## src/rtl/mmio_uart_tx_pkg.sv

```systemverilog
// Shared definitions for the memory-mapped UART transmitter: register offsets,
// STATUS bit positions, FSM state encoding and the divider sanitising helper.
package mmio_uart_tx_pkg;

    localparam logic [1:0] UART_TXDATA = 2'd0;
    localparam logic [1:0] UART_STATUS = 2'd1;
    localparam logic [1:0] UART_CLKDIV = 2'd2;

    localparam int STAT_BUSY    = 0;
    localparam int STAT_FULL    = 1;
    localparam int STAT_EMPTY   = 2;
    localparam int STAT_OVF     = 3;
    localparam int STAT_CNT_LSB = 4;

    typedef enum logic [1:0] {
        ST_IDLE  = 2'd0,
        ST_START = 2'd1,
        ST_DATA  = 2'd2,
        ST_STOP  = 2'd3
    } uart_state_e;

    // A divider of zero would never produce a bit boundary, so it is promoted to 1.
    function automatic logic [15:0] clkdiv_sanitize(input logic [15:0] value);
        logic [15:0] result;
        if (value == 16'd0) begin
            result = 16'd1;
        end else begin
            result = value;
        end
        return result;
    endfunction

endpackage

```

## src/rtl/mmio_uart_tx_sync_fifo.sv

```systemverilog
// Small synchronous FIFO with a combinational head output; a push into a full
// FIFO is accepted when a pop happens in the same cycle.
module sync_fifo #(
    parameter int WIDTH = 8,
    parameter int DEPTH = 8
) (
    input  logic             clock,
    input  logic             reset,
    input  logic             push,
    input  logic             pop,
    input  logic [WIDTH-1:0] din,
    output logic [WIDTH-1:0] dout,
    output logic             full,
    output logic             empty,
    output logic [3:0]       count
);

    localparam int AW = (DEPTH > 1) ? $clog2(DEPTH) : 1;

    logic [WIDTH-1:0] mem_r [DEPTH];
    logic [AW-1:0]    wr_ptr_r;
    logic [AW-1:0]    rd_ptr_r;
    logic [3:0]       count_r;
    logic             push_ok_s;
    logic             pop_ok_s;

    function automatic logic [AW-1:0] ptr_inc(input logic [AW-1:0] ptr);
        logic [AW-1:0] result;
        if (ptr == AW'(DEPTH - 1)) begin
            result = '0;
        end else begin
            result = ptr + AW'(1);
        end
        return result;
    endfunction

    assign empty     = (count_r == 4'd0);
    assign full      = (count_r == 4'(DEPTH));
    assign count     = count_r;
    assign dout      = mem_r[rd_ptr_r];
    assign pop_ok_s  = pop & ~empty;
    assign push_ok_s = push & (~full | pop_ok_s);

    // Storage array write port.
    always_ff @(posedge clock) begin
        if (push_ok_s) begin
            mem_r[wr_ptr_r] <= din;
        end
    end

    // Pointer and occupancy bookkeeping.
    always_ff @(posedge clock) begin
        if (reset) begin
            wr_ptr_r <= '0;
            rd_ptr_r <= '0;
            count_r  <= 4'd0;
        end else begin
            if (push_ok_s) begin
                wr_ptr_r <= ptr_inc(wr_ptr_r);
            end
            if (pop_ok_s) begin
                rd_ptr_r <= ptr_inc(rd_ptr_r);
            end
            case ({push_ok_s, pop_ok_s})
                2'b10:   count_r <= count_r + 4'd1;
                2'b01:   count_r <= count_r - 4'd1;
                default: count_r <= count_r;
            endcase
        end
    end

endmodule

```

## src/rtl/mmio_uart_tx.sv

```systemverilog
// Memory-mapped 8N1 UART transmitter on the core's data bus: register decode,
// combinational read-back, TX FIFO and the frame serialiser FSM.
module mmio_uart_tx
    import mmio_uart_tx_pkg::*;
#(
    parameter logic [31:0] BASE_ADDR  = 32'h0000_0400,
    parameter int          FIFO_DEPTH = 8,
    parameter logic [15:0] DIV_RESET  = 16'd868
) (
    input  logic        clock,
    input  logic        reset,
    input  logic        we,
    input  logic [31:0] addr,
    input  logic [31:0] wd,
    output logic [31:0] rd_data,
    output logic        hit,
    output logic        uart_tx,
    output logic        tx_busy
);

    logic [1:0]  offset_s;
    logic        hit_s;
    logic        wr_en_s;
    logic        wr_txdata_s;
    logic        wr_status_s;
    logic        wr_clkdiv_s;
    logic        overflow_set_s;
    logic        overflow_clr_s;
    logic [31:0] status_s;
    logic        unused_ok_s;

    logic        fifo_full_s;
    logic        fifo_empty_s;
    logic [3:0]  fifo_count_s;
    logic [7:0]  fifo_dout_s;
    logic        pop_s;

    logic [15:0] clkdiv_r;
    logic        overflow_r;

    uart_state_e state_r;
    uart_state_e state_next_s;
    logic [15:0] baud_cnt_r;
    logic [15:0] baud_next_s;
    logic [15:0] div_shadow_r;
    logic [15:0] div_next_s;
    logic [2:0]  bit_cnt_r;
    logic [2:0]  bit_next_s;
    logic [7:0]  shift_r;
    logic [7:0]  shift_next_s;
    logic        uart_tx_r;
    logic        tx_next_s;
    logic        baud_end_s;

    assign hit_s       = (addr[31:4] == BASE_ADDR[31:4]);
    assign offset_s    = addr[3:2];
    assign wr_en_s     = we & hit_s;
    assign wr_txdata_s = wr_en_s & (offset_s == UART_TXDATA);
    assign wr_status_s = wr_en_s & (offset_s == UART_STATUS);
    assign wr_clkdiv_s = wr_en_s & (offset_s == UART_CLKDIV);
    assign unused_ok_s = &{1'b0, addr[1:0], wd[31:16]};

    // A dropped push only happens when full with no pop draining a slot this cycle.
    assign overflow_set_s = wr_txdata_s & fifo_full_s & ~pop_s;
    assign overflow_clr_s = wr_status_s & wd[STAT_OVF];

    assign hit     = hit_s;
    assign uart_tx = uart_tx_r;
    assign tx_busy = (state_r != ST_IDLE);

    sync_fifo #(
        .WIDTH (8),
        .DEPTH (FIFO_DEPTH)
    ) u_fifo (
        .clock (clock),
        .reset (reset),
        .push  (wr_txdata_s),
        .pop   (pop_s),
        .din   (wd[7:0]),
        .dout  (fifo_dout_s),
        .full  (fifo_full_s),
        .empty (fifo_empty_s),
        .count (fifo_count_s)
    );

    // Software-visible configuration and sticky overflow flag.
    always_ff @(posedge clock) begin
        if (reset) begin
            clkdiv_r   <= clkdiv_sanitize(DIV_RESET);
            overflow_r <= 1'b0;
        end else begin
            if (wr_clkdiv_s) begin
                clkdiv_r <= clkdiv_sanitize(wd[15:0]);
            end
            if (overflow_set_s) begin
                overflow_r <= 1'b1;
            end else if (overflow_clr_s) begin
                overflow_r <= 1'b0;
            end
        end
    end

    // STATUS word assembly.
    always_comb begin
        status_s                       = 32'd0;
        status_s[STAT_BUSY]            = tx_busy;
        status_s[STAT_FULL]            = fifo_full_s;
        status_s[STAT_EMPTY]           = fifo_empty_s;
        status_s[STAT_OVF]             = overflow_r;
        status_s[STAT_CNT_LSB +: 4]    = fifo_count_s;
    end

    // Zero-latency read mux matching the single-cycle core's dmem timing.
    always_comb begin
        rd_data = 32'd0;
        if (hit_s) begin
            case (offset_s)
                UART_STATUS: rd_data = status_s;
                UART_CLKDIV: rd_data = {16'd0, clkdiv_r};
                default:     rd_data = 32'd0;
            endcase
        end else begin
            rd_data = 32'd0;
        end
    end

    assign baud_end_s = (baud_cnt_r == (div_shadow_r - 16'd1));

    // Serialiser next-state logic; a frame start latches the divider so later
    // CLKDIV writes only affect subsequent frames.
    always_comb begin
        state_next_s = state_r;
        baud_next_s  = baud_cnt_r;
        div_next_s   = div_shadow_r;
        bit_next_s   = bit_cnt_r;
        shift_next_s = shift_r;
        tx_next_s    = uart_tx_r;
        pop_s        = 1'b0;
        case (state_r)
            ST_IDLE: begin
                tx_next_s = 1'b1;
                if (!fifo_empty_s) begin
                    pop_s        = 1'b1;
                    shift_next_s = fifo_dout_s;
                    div_next_s   = clkdiv_r;
                    baud_next_s  = 16'd0;
                    tx_next_s    = 1'b0;
                    state_next_s = ST_START;
                end else begin
                    state_next_s = ST_IDLE;
                end
            end
            ST_START: begin
                if (baud_end_s) begin
                    baud_next_s  = 16'd0;
                    bit_next_s   = 3'd0;
                    tx_next_s    = shift_r[0];
                    state_next_s = ST_DATA;
                end else begin
                    baud_next_s = baud_cnt_r + 16'd1;
                end
            end
            ST_DATA: begin
                if (baud_end_s) begin
                    baud_next_s = 16'd0;
                    if (bit_cnt_r == 3'd7) begin
                        tx_next_s    = 1'b1;
                        state_next_s = ST_STOP;
                    end else begin
                        bit_next_s   = bit_cnt_r + 3'd1;
                        shift_next_s = {1'b0, shift_r[7:1]};
                        tx_next_s    = shift_r[1];
                    end
                end else begin
                    baud_next_s = baud_cnt_r + 16'd1;
                end
            end
            ST_STOP: begin
                if (baud_end_s) begin
                    baud_next_s = 16'd0;
                    if (!fifo_empty_s) begin
                        pop_s        = 1'b1;
                        shift_next_s = fifo_dout_s;
                        div_next_s   = clkdiv_r;
                        tx_next_s    = 1'b0;
                        state_next_s = ST_START;
                    end else begin
                        tx_next_s    = 1'b1;
                        state_next_s = ST_IDLE;
                    end
                end else begin
                    baud_next_s = baud_cnt_r + 16'd1;
                end
            end
            default: begin
                tx_next_s    = 1'b1;
                state_next_s = ST_IDLE;
            end
        endcase
    end

    // Serialiser state and datapath registers.
    always_ff @(posedge clock) begin
        if (reset) begin
            state_r      <= ST_IDLE;
            baud_cnt_r   <= 16'd0;
            div_shadow_r <= clkdiv_sanitize(DIV_RESET);
            bit_cnt_r    <= 3'd0;
            shift_r      <= 8'd0;
            uart_tx_r    <= 1'b1;
        end else begin
            state_r      <= state_next_s;
            baud_cnt_r   <= baud_next_s;
            div_shadow_r <= div_next_s;
            bit_cnt_r    <= bit_next_s;
            shift_r      <= shift_next_s;
            uart_tx_r    <= tx_next_s;
        end
    end

endmodule

```

## config.mk

```make
export PLATFORM = sky130hd
export DESIGN_NAME = mmio_uart_tx
export DESIGN_NICKNAME = d
export VERILOG_FILES = /design/src/rtl/mmio_uart_tx_pkg.sv /design/src/rtl/mmio_uart_tx_sync_fifo.sv /design/src/rtl/mmio_uart_tx.sv
export SDC_FILE = /design/constraint.sdc
export NUM_CORES = 1
export LEC_CHECK = 0
export ABC_AREA = 1
export CAP_MARGIN = 20
export CORE_MARGIN = 5
export CORE_UTILIZATION = 51
export CTS_BUF_LIST = sky130_fd_sc_hd__clkbuf_8
export DETAILED_ROUTE_END_ITERATION = 10
export GPL_TIMING_DRIVEN = 0
export PLACE_DENSITY_LB_ADDON = 0.08
export REMOVE_ABC_BUFFERS = 1
export SLEW_MARGIN = 10
export SYNTH_ARGS = -nofsm -noshare
export SYNTH_HDL_FRONTEND = slang
export SYNTH_SLANG_ARGS = --single-unit
```

## constraint.sdc

```tcl
create_clock -name clock -period 3.3 [get_ports clock]
set_clock_uncertainty 0.1 [all_clocks]
set_input_delay 0.99 -clock clock [delete_from_list [all_inputs] [get_ports clock]]
set_output_delay 0.99 -clock clock [all_outputs]
set_load 0.005 [all_outputs]
```

### After elaboration in Yosys (flattened, before gate mapping)

Memory sizes are Yosys's and may differ from the RTL's. A register that Yosys moved wholly into a read port is not among the register bits.
Cells that the tools add are included.

* input port bits: 67
* flip-flop bits (word level): 73
* word-level logic and storage cells: 109
* bits in writable memories: 64
* output and inout bits: 35
* memories kept: 1

* bitwise gates (word level): 13
* reduce and logical (&&, ||, !) cells: 16
* mux-type cells: 42
* equality and inequality tests: 19
* add/sub/neg operators: 7

Memories
* u_fifo.mem_r: words 8, width 8, read ports 1, clocked after memory_dff 1, write ports 1, line mmio_uart_tx_sync_fifo.sv:20 `logic [WIDTH-1:0] mem_r [DEPTH];`

Operator list (number)
* $pmux 16 s2: 3
* $mux 16: 5
* $mux 32: 1
* $mux 8: 4
* $eq 28x7->1 const B: 1
* $pmux 8 s3: 1
* $mux 3: 7
* $add 16x1->16 const B: 1
* $eq 16x16->1: 1
* $logic_not 16->1: 1
* $sub 16x1->16 const B: 1
* $mux 1: 12
* $ne 2x2->1 const B: 6
* $reduce_and 4->1: 3
* $reduce_bool 2->1: 5
* $add 3x1->3 const B: 3
* $and 1x1->1: 9
* $eq 3x3->1 const B: 3
* $eq 2x2->1 const B: 4
* $mux 2: 4
* $pmux 2 s4: 1
* $pmux 4 s2: 1
* $eq 2x1->1 const B: 3
* $pmux 3 s2: 1
* other kinds (13): 16

### Longest topological paths before layout

* depth after elaboration: 9
* mapped depth: 24
* mapped depth without buffers: 24

### By module

From an unflattened synthesis, not the netlist that was laid out.

* cell total of the unflattened synthesis: 915
* area, all modules: 7409.6 um2

By module, submodules not included
* mmio_uart_tx: times used 1, cells each 657, area each 4170.2 um2, sequential area each 1261.2 um2
* sync_fifo: times used 1, cells each 258, area each 3239.4 um2, sequential area each 2182.1 um2

### Least setup slack after synthesis

OpenSTA, ideal clock, no wires.

* path kind: in2reg
* start point: input port addr[7]
* end point: memory u_fifo.mem_r[4][0], enable pin
* required time: 2.805 ns
* stages: 9
* buffers on the path: 0
* arrival time: 2.996 ns
* library setup time: 0.395 ns
* setup slack: -0.191 ns
* cell sequence: nor2_1 > nand2_1 > nor4_1 > nand2_1 > nor2_1 > nand2_1 > inv_1 > nand2_2 > nor4_1

* cells in the longest elaborated chain, start to end: 6

Ends and longest elaborated chain
* start: declaration: line mmio_uart_tx.sv:13 `input logic [31:0] addr,`
* $eq 28x7->1: line mmio_uart_tx.sv:55 `assign hit_s = (addr[31:4] == BASE_ADDR[31:4]);`
* $and 1x1->1: line mmio_uart_tx.sv:57 `assign wr_en_s = we & hit_s;`
* $and 1x1->1: line mmio_uart_tx.sv:58 `assign wr_txdata_s = wr_en_s & (offset_s == UART_TXDATA);`
* $and 1x1->1: line mmio_uart_tx_sync_fifo.sv:42 `assign push_ok_s = push & (~full | pop_ok_s);`
* $mux 1: line mmio_uart_tx_sync_fifo.sv:46 `if (push_ok_s) begin`
* $mux 1 (implied by the code): line mmio_uart_tx_sync_fifo.sv:47 `mem_r[wr_ptr_r] <= din;`
* end: declaration: line mmio_uart_tx_sync_fifo.sv:20

Every way passes these cells.

### Worst setup path after layout

* start point: input port addr[17]
* end point: output port rd_data[7]

* cells in the longest elaborated chain, start to end: 2

Ends and longest elaborated chain
* $eq 28x7->1: line mmio_uart_tx.sv:55
* $mux 32: line mmio_uart_tx.sv:116 `if (hit_s) begin`
* end: declaration: line mmio_uart_tx.sv:15 `output logic [31:0] rd_data,`

Every way passes these cells.

==> impl_metrics.json <==
{
  "status": "finished with violations",
  "violations": "setup timing",
  "pin_count": 102,
  "drt_wl_total_mm": 17.9,
  "cts_made_buffers": 17,
  "post-route-period-util_pct": 100,
  "drt-vias-per-instance": 5.29,
  "coreArea_sq_um": 13900,
  "crit_slowest_cell": "nor4_4",
  "start_util_pct": 52.1,
  "tritoncts": "done",
  "fin_area_sq_um": 8760,
  "overflow": 0,
  "cts_max_level": 4,
  "hold_slack_ns": 0.339,
  "clkSinkCount": 140,
  "port_buffers": 67,
  "worstPathCellList": "buf_6 > nor2_1 > nand2_1 > nor4_4 > nand2_2 > buf_6 > inv_6 > nand2_8 > a21oi_4 > buf_2",
  "fmax_mhz": 303,
  "internal_power_w": 0.00332,
  "yosysWarningCount": 0,
  "antenna_found_initial": 0,
  "yosys_register_bits": 140,
  "post-route-worst-setup-slack_ns": -0.00455,
  "busiest_layer": "met2",
  "p_clk_share_pct": 25.6,
  "place_inst": 1139,
  "seq_area_frac_synth_pct": 47.4,
  "die_h_um": 129,
  "met1_usage_pct": 30.3,
  "die-area_sq_um": 16700,
  "yosysTopAreaCell": "edfxtp_1",
  "reg2regPathDepth": 15,
  "p_seq_share_pct": 38.4,
  "place_congestion": 0.887,
  "synth_flop_cell": "dfxtp_1",
  "grt_pass1_vias": 5772,
  "worstPathArrival_ns": 2.21,
  "final_core_util_pct": 62.8,
  "synth_area_per_cell_sq_um": 7.94,
  "start_kind": "input port",
  "hold_depth": 2,
  "antenna_cells": 0,
  "comb_power_share_pct": 35.9,
  "switching_share_pct": 39.6,
  "p_leak_nw": 3.47,
  "synthesis.area_sq_um": 7260,
  "grt_max_degree": 34,
  "grt_setup_unrepaired": "true",
  "grt_pass1_wl_mm": 28.7,
  "critPathMaxFanout": 8,
  "cts-root-buf": "clkbuf_8",
  "syn_to_final_growth_pct": 20.7,
  "rows": 43,
  "maxCapViolCount": 0,
  "ir_worst_vdd_v": 0.000514,
  "postRouteAntennaNets": 0,
  "fin_total_pwr_w": 0.00550,
  "nNetsFinal": 1076,
  "synth_cell_types": 47,
  "switching_power_w": 0.00218,
  "worst_ep_required_time_ns": 2.21,
  "setup_viol": 1,
  "netlist_instances": 914,
  "layout-drive-gt1-share_pct": 16.5,
  "path_class": "in -> out",
  "vias": 6277,
  "synth.area.top_cells": "edfxtp_1 26%, dfxtp_1 21%, nand2_1 11%",
  "max_slew_margin_pct": 37.4,
  "die_width_um": 129,
  "power_density_nw_per_um2": 629,
  "hold_viol_final": 0,
  "synth_edf_count": 64,
  "drv_slew": 0,
  "crit_path_max_incr_delay_ns": 0.28,
  "setup.worst_path.end_class": "output pin",
  "clk-insertion-delay-late_ns": 0.46,
  "grt_use_met2_pct": 33.8,
  "clk_pin_slew_ns": 0.08,
  "tightest_slew_ns": 0.937,
  "drt-initial-drc-count": 429,
  "drtPass1Iterations": 5,
  "min_path_type": "reg -> reg",
  "cpMostUsedCell": "buf_6",
  "clk_path_buf_depth": 2,
  "placed_area_sq_um": 8080,
  "drc": 0,
  "synth_top_area_share_pct": 26.5,
  "grt_use_total_pct": 21.7,
  "ctsHoldBuffers": 0,
  "period_minus_slack_ns": 3.30,
  "wl_per_cell_um": 15.1,
  "final_cell_count_no_fill": 1186,
  "hpwl_mm": 12.6,
  "synthArstFlopShare_pct": 0,
  "use_met3_pct": 5.94
}
==> worst max-delay path, delay by kind of cell <==
family                 cells  cell delay, ns
and+or+nand+nor            5            0.65
AOI/OAI and AO/OA          1            0.15
buffers and inverters      4            0.41
==> through the flow <==
step	TNS (ns)	setup slack (ns)
4_1_cts	-4.22	-0.198
3_5_place_dp	-80.76	-1.20
5_1_grt	-0.549	-0.0693
6_report	-0.00455	-0.00455
3_3_place_gp	-147.98	-1.82
2_1_floorplan	-6.10	-0.191
==> power by group through the flow <==
stage / clock network (W) / registers (W) / logic, W
CTS: 0.00143 / 0.00214 / 0.00189
detailed placement: 0 / 0.00218 / 0.00187
finish: 0.00141 / 0.00212 / 0.00198
floorplan: 0 / 0.00211 / 0.00133
global placement: 0 / 0.00218 / 0.00182
global route: 0.00150 / 0.00214 / 0.00224
==> state kept, by name (all words and copies together), names as in the netlist, named ones only <==
signal and count:
u_fifo.rd_ptr_r 3, state_r 2, u_fifo.count 4, u_fifo.mem_r 64, bit_cnt_r 3, overflow_r 1, baud_cnt_r 16, u_fifo.wr_ptr_r 3
div_shadow_r 16, clkdiv_r 16, shift_r 8, uart_tx 1
==> worst paths after layout <==
path	start	end	slack, ns
hold reg to reg	shift_r[3]	shift_r[3]	0.34
setup / recovery	addr[17]	rd_data[7]	-0.005
hold / removal	shift_r[3]	shift_r[3]	0.34
setup reg to reg	div_shadow_r[0]	u_fifo.mem_r[5][6]	0.20
==> cells in the mapped netlist, types with 2 or more instances <==
cell type	instances
nand3b_1	12
buf_4	16
nor4_1	17
inv_2	6
o21ai_1	2
nand3_1	43
nand2_2	7
nand3_2	6
o221ai_1	4
or2_2	4
a31oi_1	3
nor3_1	6
nand2_1	211
nor2_4	4
dfxtp_1	76
nand4_1	17
a21oi_1	60
clkbuf_1	22
edfxtp_1	64
buf_2	8
xor2_1	8
nor2_1	117
inv_1	70
o211ai_1	5
o21ai_0	66
o22ai_1	12
nor2_2	9
ha_1	16
xnor2_1	4
clkinv_1	2
==> repair_timing <==
item	in CTS	in global routing
endpoints found under the setup margin	96	81
cloned	0	0
setup buffers	4	10
gates resized for setup	162	45
endpoints found under the hold margin	0	0
pin swaps	24	20
==> per-layer routing <==
metal  wire [um]  up-vias  share of wire (%)
li1            -     3201                  -
met1        8500     2872                 48
met2        8020      187                 45
met3        1200       17                6.7
met4         146        0               0.82
met5           0        -                  0
==> placed cells by master (no fill, tap or decap), drive strengths merged, types with 17 or more instances in the layout <==
master / synthesis / layout
nand2: 219 / 219
nor2: 130 / 130
inv: 76 / 85
dfxtp: 76 / 76
o21ai: 69 / 69
edfxtp: 64 / 64
a21oi: 60 / 60
buf: 24 / 51
nand3: 50 / 50
clkbuf: 22 / 26
clkdlybuf4s50: 0 / 19
nand4: 17 / 17
nor4: 17 / 17
==> layout make-up <==
| cell class | count | area, sq um |
|---|---|---|
| Clock buffer | 17 | 234 |
| Clock inverter | 15 | 160 |
| Fill cell | 1245 | 5180 |
| Inverter | 78 | 298 |
| Multi-Input combinational cell | 665 | 3630 |
| Sequential cell | 140 | 3440 |
| Tap cell | 180 | 225 |
| Timing Repair Buffer | 91 | 763 |
==> cell families after synthesis <==
| logic type | Yosys count | share of synthesized area [%] |
|---|---|---|
| adder cells (fa/ha/maj) | 16 | 2.76 |
| AO/OA/AOI/OAI | 161 | 12.3 |
| buffers and inverters | 124 | 7.38 |
| XOR/XNOR | 12 | 1.45 |
| flip-flops | 140 | 47.4 |
| AND/OR/NAND/NOR | 460 | 28.6 |
| other | 1 | 0.0517 |
Note: power is estimated with default switching activity, not from simulation.
